[src/rtl/tree_pkg.sv]
// Shared definitions for the tree_adder family: FSM state encoding, default
// geometry and the word-count width helper used by tree_input_packer.
package tree_pkg;

  localparam int DEF_WIDTH = 8;
  localparam int DEF_SIZE  = 4;

  typedef enum logic {
    FILL = 1'b0,
    FULL = 1'b1
  } state_t;

  // Bits needed to hold a word count in 0..size inclusive.
  function automatic int cnt_width(input int size);
    return $clog2(size + 1);
  endfunction

endpackage

[src/rtl/tree_input_packer.sv]
// Packs a serial valid/ready word stream into SIZE-word frames for tree_adder;
// short frames (in_last) are zero-padded. Optional stats via TREE_PACKER_STATS_EN.
module tree_input_packer
  import tree_pkg::*;
#(
  parameter  int WIDTH = DEF_WIDTH,
  parameter  int SIZE  = DEF_SIZE,
  localparam int CW    = cnt_width(SIZE)
) (
  input  logic                  clk,
  input  logic                  rst,
  input  logic                  in_valid,
  output logic                  in_ready,
  input  logic [WIDTH-1:0]      in_data,
  input  logic                  in_last,
  output logic                  out_valid,
  input  logic                  out_ready,
  output logic [SIZE*WIDTH-1:0] out_data,
  output logic [CW-1:0]         out_words
`ifdef TREE_PACKER_STATS_EN
  ,
  output logic [15:0]           frame_cnt,
  output logic [15:0]           short_cnt
`endif
);

  state_t                state_q, state_d;
  logic [CW-1:0]         cnt_q, cnt_d;
  logic [CW-1:0]         words_q, words_d;
  logic [SIZE*WIDTH-1:0] data_q, data_d;
  logic [CW-1:0]         slot;
  logic                  accept;
  logic                  done;

  // in_ready depends only on state and out_ready, never on in_valid.
  assign in_ready = (state_q == FILL) || out_ready;
  assign accept   = in_valid && in_ready;

  // A word accepted while a frame is being released always opens a new frame.
  assign slot = (state_q == FULL) ? '0 : cnt_q;
  assign done = accept && ((slot == CW'(SIZE - 1)) || in_last);

  always_comb begin
    // NOTE: every output of this block gets a default first so no latch is inferred.
    state_d = state_q;
    cnt_d   = cnt_q;
    words_d = words_q;
    data_d  = data_q;

    if (accept) begin
      if (slot == '0) data_d = '0;
      data_d[int'(slot)*WIDTH +: WIDTH] = in_data;
    end

    if (done) begin
      state_d = FULL;
      words_d = slot + CW'(1);
      cnt_d   = '0;
    end else if (accept) begin
      state_d = FILL;
      cnt_d   = slot + CW'(1);
    end else if (state_q == FULL && out_ready) begin
      state_d = FILL;
    end
  end

  always_ff @(posedge clk or posedge rst) begin
    // NOTE: state uses non-blocking assignments so all registers update together.
    if (rst) begin
      state_q <= FILL;
      cnt_q   <= '0;
      words_q <= '0;
      data_q  <= '0;
    end else begin
      state_q <= state_d;
      cnt_q   <= cnt_d;
      words_q <= words_d;
      data_q  <= data_d;
    end
  end

  assign out_valid = (state_q == FULL);
  assign out_data  = data_q;
  assign out_words = words_q;

`ifdef TREE_PACKER_STATS_EN
  // Counts frames as they leave; both counters wrap naturally at 16 bits.
  always_ff @(posedge clk or posedge rst) begin
    if (rst) begin
      frame_cnt <= '0;
      short_cnt <= '0;
    end else if (out_valid && out_ready) begin
      frame_cnt <= frame_cnt + 16'd1;
      if (words_q < CW'(SIZE)) short_cnt <= short_cnt + 16'd1;
    end
  end
`endif

endmodule

[config.mk]
export PLATFORM = sky130hd
export DESIGN_NAME = tree_input_packer
export DESIGN_NICKNAME = d
export VERILOG_FILES = /design/src/rtl/tree_pkg.sv /design/src/rtl/tree_input_packer.sv
export SDC_FILE = /design/constraint.sdc
export NUM_CORES = 1
export LEC_CHECK = 0
export ABC_CLOCK_PERIOD_IN_PS = 2100
export CORE_MARGIN = 10
export CORE_UTILIZATION = 35
export DETAILED_ROUTE_END_ITERATION = 16
export RECOVER_POWER = 50
export SYNTH_ARGS = -nofsm -noshare
export SYNTH_HDL_FRONTEND = slang
export SYNTH_SLANG_ARGS = --single-unit
[constraint.sdc]
create_clock -name clk -period 2.1 [get_ports clk]
set_clock_uncertainty 0.15 [all_clocks]
set_input_delay 0.42 -clock clk [delete_from_list [all_inputs] [get_ports clk]]
set_output_delay 0.42 -clock clk [all_outputs]
set_load 0.02 [all_outputs]
# [Word-level counts from Yosys, hierarchy flattened]
# Index checks and enable logic that the tools add are counted.
[classes] magnitude_cmp=0 bitwise_logic=1 eq_ne=1 div=0 multipliers=0 n_shift=2 n_reduce_logical=8 add_sub_neg=2 mux=9
[ops] cell="$mux 32" count=2
[ops] cell="$neg 6->33" count=1
[ops] cell="$shift 8x33->32 const A" count=1
[ops] cell="$shiftx 8x33->32" count=1
[ops] cell="$bwmux 32" count=1
[ops] cell="$mux 3" count=3
[ops] cell="$add 3x1->3 const B" count=1
[ops] cell="$eq 3x2->1 const B" count=1
[ops] cell="$logic_and 1x1->1" count=3
[ops] cell="$logic_not 3->1" count=1
[ops] cell="$mux 1" count=3
[ops] cell="$reduce_bool 3->1" count=1
[ops] cell="$logic_or 1x1->1" count=2
[ops] cell="$reduce_bool 2->1" count=1
[ops] cell="$not 1->1" count=1
[totals] elab_cells=27 n_memories=0 latchBits=0 romBits=0 reg_bits=39 ram_bits=0

# [Logic depth before layout (Yosys ltp)]
[logic_depth] depth_word=5 mapped_depth=9 depth_no_buf=7

# [Worst setup path after synthesis]
# No wires, ideal clock.
[synth_path] path_type="register to register" start="reg state_q, in the netlist out_valid" end="reg data_q[25], in the netlist out_data[25]" stages_incl_launch_ff=9 n_path_buf=1 period_less_slack_ns=2.356 required_ns=1.825 slack_ns=-0.256 arrival_time_ns=2.081 setup_time_ns=0.125 cell_sequence="dfrtp_1 and2b_1 inv_1 ha_1 ha_1 buf_4 nand4b_1 nor2_1 mux2_4"
[synth_via] elab_chain_cells=5
[synth_rtl] element="start, declared" line_no="tree_input_packer.sv:27" source="state_t state_q, state_d;"
[synth_rtl] element="start signal, assigned" line_no="tree_input_packer.sv:75" source="state_q <= state_d;"
[synth_rtl] element="branches (longest 5 deep; another with $neg 6->33)"
[synth_rtl] element="end signal, assigned" line_no="tree_input_packer.sv:78" source="data_q <= data_d;"
[synth_rtl] element="end, declared" line_no="tree_input_packer.sv:30" source="logic [SIZE*WIDTH-1:0] data_q, data_d;"
# Parallel ways; which one is timed is not known. The select of a mux whose other input is x is not followed.
# A chain may end at the register's enable or synchronous reset.

# [Worst setup path after layout]
[layout_path] start="reg state_q, in the netlist out_valid" end="reg data_q[23], in the netlist out_data[23]"
# Same word-level chain as after synthesis.

==> impl_results.md <==
* Status: complete, but fails checks
* Violated checks: setup timing
* Total DRC errors in the routed layout at 0
* Clock tree root driver cell: sky130_fd_sc_hd__clkbuf_8
* Met3 usage in global routing at under 10%
* GRT Overall Usage at between 10% and 20%
* Cell breakdown of the critical path: and2b_2 > inv_4 > ha_4 > ha_4 > nand3b_1 > or4_4 > o2bb2ai_2
* Final net count at between 200 and 300
* Effective utilization at floorplan at 35.7%
* Number of clock buffers inserted by TritonCTS at 5
* Unrepaired setup endpoints after global routing: true
* Filler cells at around 520
* Final WS setup at -0.0582 ns
* List of most frequent post-synthesis cells: sky130_fd_sc_hd__dfrtp_1, sky130_fd_sc_hd__nand2_1, sky130_fd_sc_hd__nor2_1
* Number of cells in the finished layout apart from fillers at 320
* Syn. warnings at 0
* CTS HTree Levels at 2
* Remaining number of nets flagged by the antenna check after routing at 0
* Hold depth at 1
* Area growth, synth to finish at 45.3%
* Relative slew margins at 35.4%
* Instance count on the critical path at 7
* Placement Cell Area at ~2800 um2
* Cts-stage hold buffer count at 0
* FFs w/ async S/R, synth at 100%
* Via count of the first global-routing pass at 1666
* IR Drop Worst-Case VDD at slightly above 400 uV
* Cell total after placement at a little over 300
* Final worst hold slack at between 0.3 and 0.4 ns
* Antenna violations before repair at 0
* Per-cell routed wire length at between 15 and 20 um
* Critical-path maximum fanout at 8
* Routability congestion estimate from global placement at between 0.8 and 0.9
* Final Max Tran Viols at 0
* Gate count after technology mapping at between 150 and 200
* Routing usage on met1 at between 10 and 15%
* Remaining global-route overflow at 0
* Cell family with the largest share of critical-path delay: simple AND/OR/NAND/NOR gates
* Post-route minimum period at roughly 2.2 ns
* Syn avg cell area at 12.2 um2
* DIE AREA at 9510 um2
* Most crowded layer after global routing: met2
* Standard cell with the maximum stage delay on the critical path: sky130_fd_sc_hd__or4_4
* Die extent in x at roughly 98 um
* Final Routed Wirelength at around 5400 um
* Die boundary height at 97.5 um
* Post-route total power at around 2.7 mW
* Count of buffering cells on the critical path with inverters included at 1
* Vias after detailed routing at 1578
* Max-capacitance violation count at 0
* Clock input transition at the sequential cells of the worst setup and hold paths at approximately 0.07 ns
* Power density over cell area at slightly below 900 nW/um2
* Slew @ Worst Pin at slightly below 1 ns
* Starting DRC count in detailed routing at 76
* CTS tree: built
* Avg Vias per Cell at ~4.9
* Cell depth of the worst flop-to-flop path at 7
* DR pass1 iterations at 4
* Leading register cell type out of synthesis: sky130_fd_sc_hd__dfrtp_1
* Element type at the critical path start: register
* Pin count of the biggest net entering global routing at 40
* Total standard cell area after synthesis at about 2100 um2
* Distinct cells, synth at 31
* HPWL after detailed placement at between 3000 and 4000 um
* Syn nets at between 150 and 200
* Number of rows created at floorplan at 28
* Inserted Diodes at 0
* Peak per-stage delay on the critical path at between 0.5 and 0.6 ns
* Fraction of layout instances using a drive strength above 1 at approximately 34%
* Hold Vio Cnt, Final at 0
* Most frequently used cell type in the post-synthesis netlist: sky130_fd_sc_hd__dfrtp_1
* Classification of the worst-slack hold path: reg2reg
* Top achievable clock speed at roughly 460 MHz
* Clock latency on the worst-skew pair at slightly below 0.3 ns
* Arrival time at the worst endpoint at about 2.2 ns
* Flops & latches, synth at 39
* TritonCTS sink count at 39
* First-pass GRT wire length at ~8900 um
* CP dominant cell by count: sky130_fd_sc_hd__ha_4
* CP Class: reg2reg
* Leakage power figure at roughly 1.4 nW
* Number of port buffers at 49
* Number of enable flip-flop cells after synthesis at 0
* I/O pin total at 50
* CTS max path bufs at 2
* Sequential share of the synthesized area at about 46%
* # setup viols final at 11
* Crit. End Element: register
* Met2 layer usage reported by global route at between 10% and 20%
* Most area-consuming cells after synthesis: sky130_fd_sc_hd__dfrtp_1, sky130_fd_sc_hd__mux2_4, sky130_fd_sc_hd__o2bb2ai_2
* Fraction of the cycle the final worst path needs at 103%
* Area of the placeable core at between 5000 and 6000 um2
* Cell taking the most area after synthesis: sky130_fd_sc_hd__dfrtp_1
* Post-route standard cell area excluding fillers at 3060 um2
* Data required, critical path at 2.17 ns
* Proportion of netlist area held by the largest area contributor at ~46%
power breakdown:
group | internal, mW | switching, mW
clock network | 0.475 | 0.266
registers | 0.846 | 0.0521
logic | 0.499 | 0.592
total | 1.82 | 0.910
metal layers:
metal / share of wire, % / vias up
met5: 0 / -
met4: 1.1 / 0
met3: 7.2 / 5
met2: 47 / 52
met1: 45 / 758
li1: - / 763
cell type report:
cell class | count | area, um2 | share of cell area [%]
clock buffers | 6 | 72.6 | 2.37
clock inverters | 2 | 60.1 | 1.96
inverters | 6 | 37.5 | 1.23
multi-input cells | 118 | 1120 | 36.8
flip-flops and latches | 39 | 977 | 32.0
well taps | 75 | 93.8 | 3.07
repair buffers | 74 | 691 | 22.6
sequential cells by signal, indices dropped and copies added (netlist names):
name	count
out_data	32
out_valid	1
out_words	3
cnt_q	3
cells by family (layout without fill, tap and decap cells):
family	after synthesis	count (layout)	synth area share (%)
adder cells (fa/ha/maj)	7	7	4.16
buffers and inverters	16	88	4.94
multiplexers	22	22	14.5
AND/OR/NAND/NOR	61	61	16.6
flip-flops	39	39	46.4
AO/OA/AOI/OAI	28	28	13.4
worst reg2reg max path, stage by stage, from the launching register on:
cell and delay (ns):
sky130_fd_sc_hd__dfrtp_2 0.43, sky130_fd_sc_hd__and2b_2 0.25, sky130_fd_sc_hd__inv_4 0.05, sky130_fd_sc_hd__ha_4 0.15, sky130_fd_sc_hd__ha_4 0.29, sky130_fd_sc_hd__nand3b_1 0.08, sky130_fd_sc_hd__or4_4 0.52, sky130_fd_sc_hd__o2bb2ai_2 0.17
worst paths after layout:
kind                            slack, ns      endpoint         start
worst max-delay path                -0.06  out_data[23]     out_valid
worst min-delay path                 0.35  out_data[21]  out_data[21]
worst max register to register      -0.06  out_data[23]     out_valid
worst min register to register       0.35  out_data[21]  out_data[21]
max in group asynchronous            0.42     out_valid           rst
min in group asynchronous            0.71  out_data[15]           rst
what timing repair did:
item / in CTS / in global routing
pin swaps: 3 / 5
buffers inserted: 1 / 2
resized for setup: 5 / 14
setup endpoints to repair: 25 / 31
stage by stage:
stage	utilization [%]	setup WS, ns	TNS [ns]
2_1_floorplan	-	-0.106	-1.73
3_3_place_gp	47.9	-0.146	-1.25
3_5_place_dp	47.9	-0.168	-1.91
4_1_cts	50.5	-0.0775	-0.392
5_1_grt	51.9	-0.126	-2.08
6_report	51.9	-0.0582	-0.289
cell usage in the layout (no fill, tap or decap), types with 2 or more instances in the layout:
cell type / netlist / layout
sky130_fd_sc_hd__o2bb2ai_2: 8 / 8
sky130_fd_sc_hd__clkdlybuf4s50_1: 0 / 42
sky130_fd_sc_hd__clkbuf_8: 0 / 5
sky130_fd_sc_hd__nor2_1: 18 / 18
sky130_fd_sc_hd__o21ai_0: 8 / 8
sky130_fd_sc_hd__dlygate4sd3_1: 0 / 6
sky130_fd_sc_hd__inv_1: 5 / 3
sky130_fd_sc_hd__mux2_2: 3 / 3
sky130_fd_sc_hd__ha_1: 7 / 3
sky130_fd_sc_hd__dfrtp_1: 39 / 38
sky130_fd_sc_hd__nand4_1: 8 / 8
sky130_fd_sc_hd__ha_4: 0 / 3
sky130_fd_sc_hd__nor3_1: 4 / 4
sky130_fd_sc_hd__o41ai_2: 1 / 8
sky130_fd_sc_hd__nand3_4: 4 / 4
sky130_fd_sc_hd__mux2i_1: 2 / 2
sky130_fd_sc_hd__buf_4: 6 / 22
sky130_fd_sc_hd__nand2_1: 19 / 19
sky130_fd_sc_hd__mux2_4: 16 / 17
sky130_fd_sc_hd__bufinv_16: 0 / 2
sky130_fd_sc_hd__a21o_1: 3 / 3
(Power assumes the default switching activity.)
==> edit: new RTL, same flow settings <==
The package constant `DEF_WIDTH` goes from 8 to 6.
--- a/src/rtl/tree_pkg.sv
+++ b/src/rtl/tree_pkg.sv
@@ -3,5 +3,5 @@
 package tree_pkg;
 
-  localparam int DEF_WIDTH = 8;
+  localparam int DEF_WIDTH = 6;
   localparam int DEF_SIZE  = 4;
 
Interface: changed (resized in_data and out_data); port bits go from 50 to 40. The function was not compared with the original's and may differ.
==> edit against the original RTL <==
  * The flow still finishes with violations (negative setup slack)
  * Setup slack worse by 0.79 ns
  * Fmax shrank 27%
  * Final area rose by 21%
  * Sequential cell count decreased by 8
  * Routed wire length up 40%
  * Total power grew 2.4%
  * Global-route usage up 3.5 points
  * Area after synthesis rose by 9.2%
  * Critical path type unchanged
  * Largest cell class unchanged
==> edit: results (changes against the original RTL) <==
routabilityCongestion: 0.891  # was 0.845
setup_viol: 24  # was 11
wl_per_cell_um: 17.4  # was 16.8 um
r2r_end: "out_data[5]"  # was out_data[23]
min_path_cells: 2  # was 1
grt_max_degree: 32  # was 40
first_pass_iters: 6  # was 4
setup_slack_ns: -0.853  # was -0.0582 ns
ir_drop_v: 0.000417  # was 0.000411 V
drive_gt1_share_pct: 40.8  # was 34.3%
grt_use_total_pct: 14.7  # was 11.2%
hold_end: "out_words[2]"  # was out_data[21]
failed_checks: "negative setup slack"  # unchanged
final_nets: 374  # was 264
crit_fanout: 4  # was 8
hpwlAfterDp_mm: 5.66  # was 3.95 mm
cpPeakStageDelay_ns: 0.44  # was 0.52 ns
synth_area_leaders: "dfrtp_1 (34%), mux2i_1 (10%), nand2_1 (5.2%)"  # was dfrtp_1 (46%), mux2_4 (11%), o2bb2ai_2 (5.7%)
synth_common_cells: "nand2_1 (32), dfrtp_1 (31), mux2i_1 (23)"  # was dfrtp_1 (39), nand2_1 (19), nor2_1 (18)
synth-seq-area-share_pct: 33.8  # was 46.4%
r2r_start: "cnt_q[0]"  # was out_valid
syn-num-nets: 262  # was 193
power.leakage_nw: 1.67  # was 1.39 nW
tightestPinTransition_ns: 0.780  # was 0.969 ns
status: "complete, but fails checks"  # unchanged
pre_cts_ws_ns: -0.981  # was -0.168 ns
hp-start: "out_words[2]"  # was out_data[21]
edit: cell types whose count changed in the layout (fill, tap and decap cells not counted), sizes merged, moves of 5 or more:
cell / delta
o41ai: -7
clkdlybuf4s50: -6
nor2: -7
mux2: -14
dfrtp: -8
a32o: +6
nand2b: +7
nand4: -5
mux2i: +22
buf: +52
o2bb2ai: -5
a21oi: +8
nand2: +13
and2: +8
edit: repair_timing:
action                                  CTS  global route
pin swaps                                14             9
cloned                                    0             0
resized for setup                        33            20
endpoints found under the setup margin   25            26
hold buffers                              0             0
setup buffers                             9             5
edit: layout make-up:
type	instances	area (um2)
Clock buffer	7	96.3
Clock inverter	1	7.51
Fill cell	544	2660
Inverter	9	38.8
Multi-Input combinational cell	191	1680
Sequential cell	31	777
Tap cell	77	96.3
Timing Repair Buffer	116	995
edit: worst max path at each step:
stage	from	end
global route	cnt_q[0]	out_data[5]
CTS	cnt_q[0]	out_data[5]
global placement	out_valid	out_data[5]
detailed placement	out_valid	out_data[5]
finish	cnt_q[0]	out_data[5]
floorplan	out_valid	out_data[5]
edit: cell families after synthesis:
family	after synthesis	synth area share [%]
AND/OR/NAND/NOR	93	20.9
AO/OA/AOI/OAI	56	19.1
buffers and inverters	20	4.14
flip-flops	31	33.8
adder cells (fa/ha/maj)	9	5.23
multiplexers	30	14.1
XOR/XNOR	3	2.78
edit: worst min-delay path, stage by stage (launching register included):
cell and delay, ns:
dfrtp_1 0.34, nand2_1 0.05, o21ai_0 0.07
edit: power breakdown:
part | switching, mW | internal (mW)
Sequential | 0.0374 | 0.652
Combinational | 0.759 | 0.793
Clock | 0.257 | 0.298
Total | 1.05 | 1.74
edit: per-layer routing:
layer,vias to the layer above,GRT usage (%),wire (um)
li1,1118,-,-
met1,1121,18.9,3290
met2,63,23.2,3630
met3,12,3.91,487
met4,0,5.36,119
met5,-,0,0
edit: through the flow:
stage	cell area, um2	utilization [%]	cells	setup TNS [ns]	hold WS, ns
2_1_floorplan	2380	-	242	-25.31	0.318
3_3_place_gp	3260	51.3	411	-20.16	0.320
3_5_place_dp	3260	51.3	411	-20.79	0.332
4_1_cts	3560	56.1	427	-18.00	0.353
5_1_grt	3690	58.1	432	-20.15	0.390
6_report	3690	58.1	432	-17.49	0.348
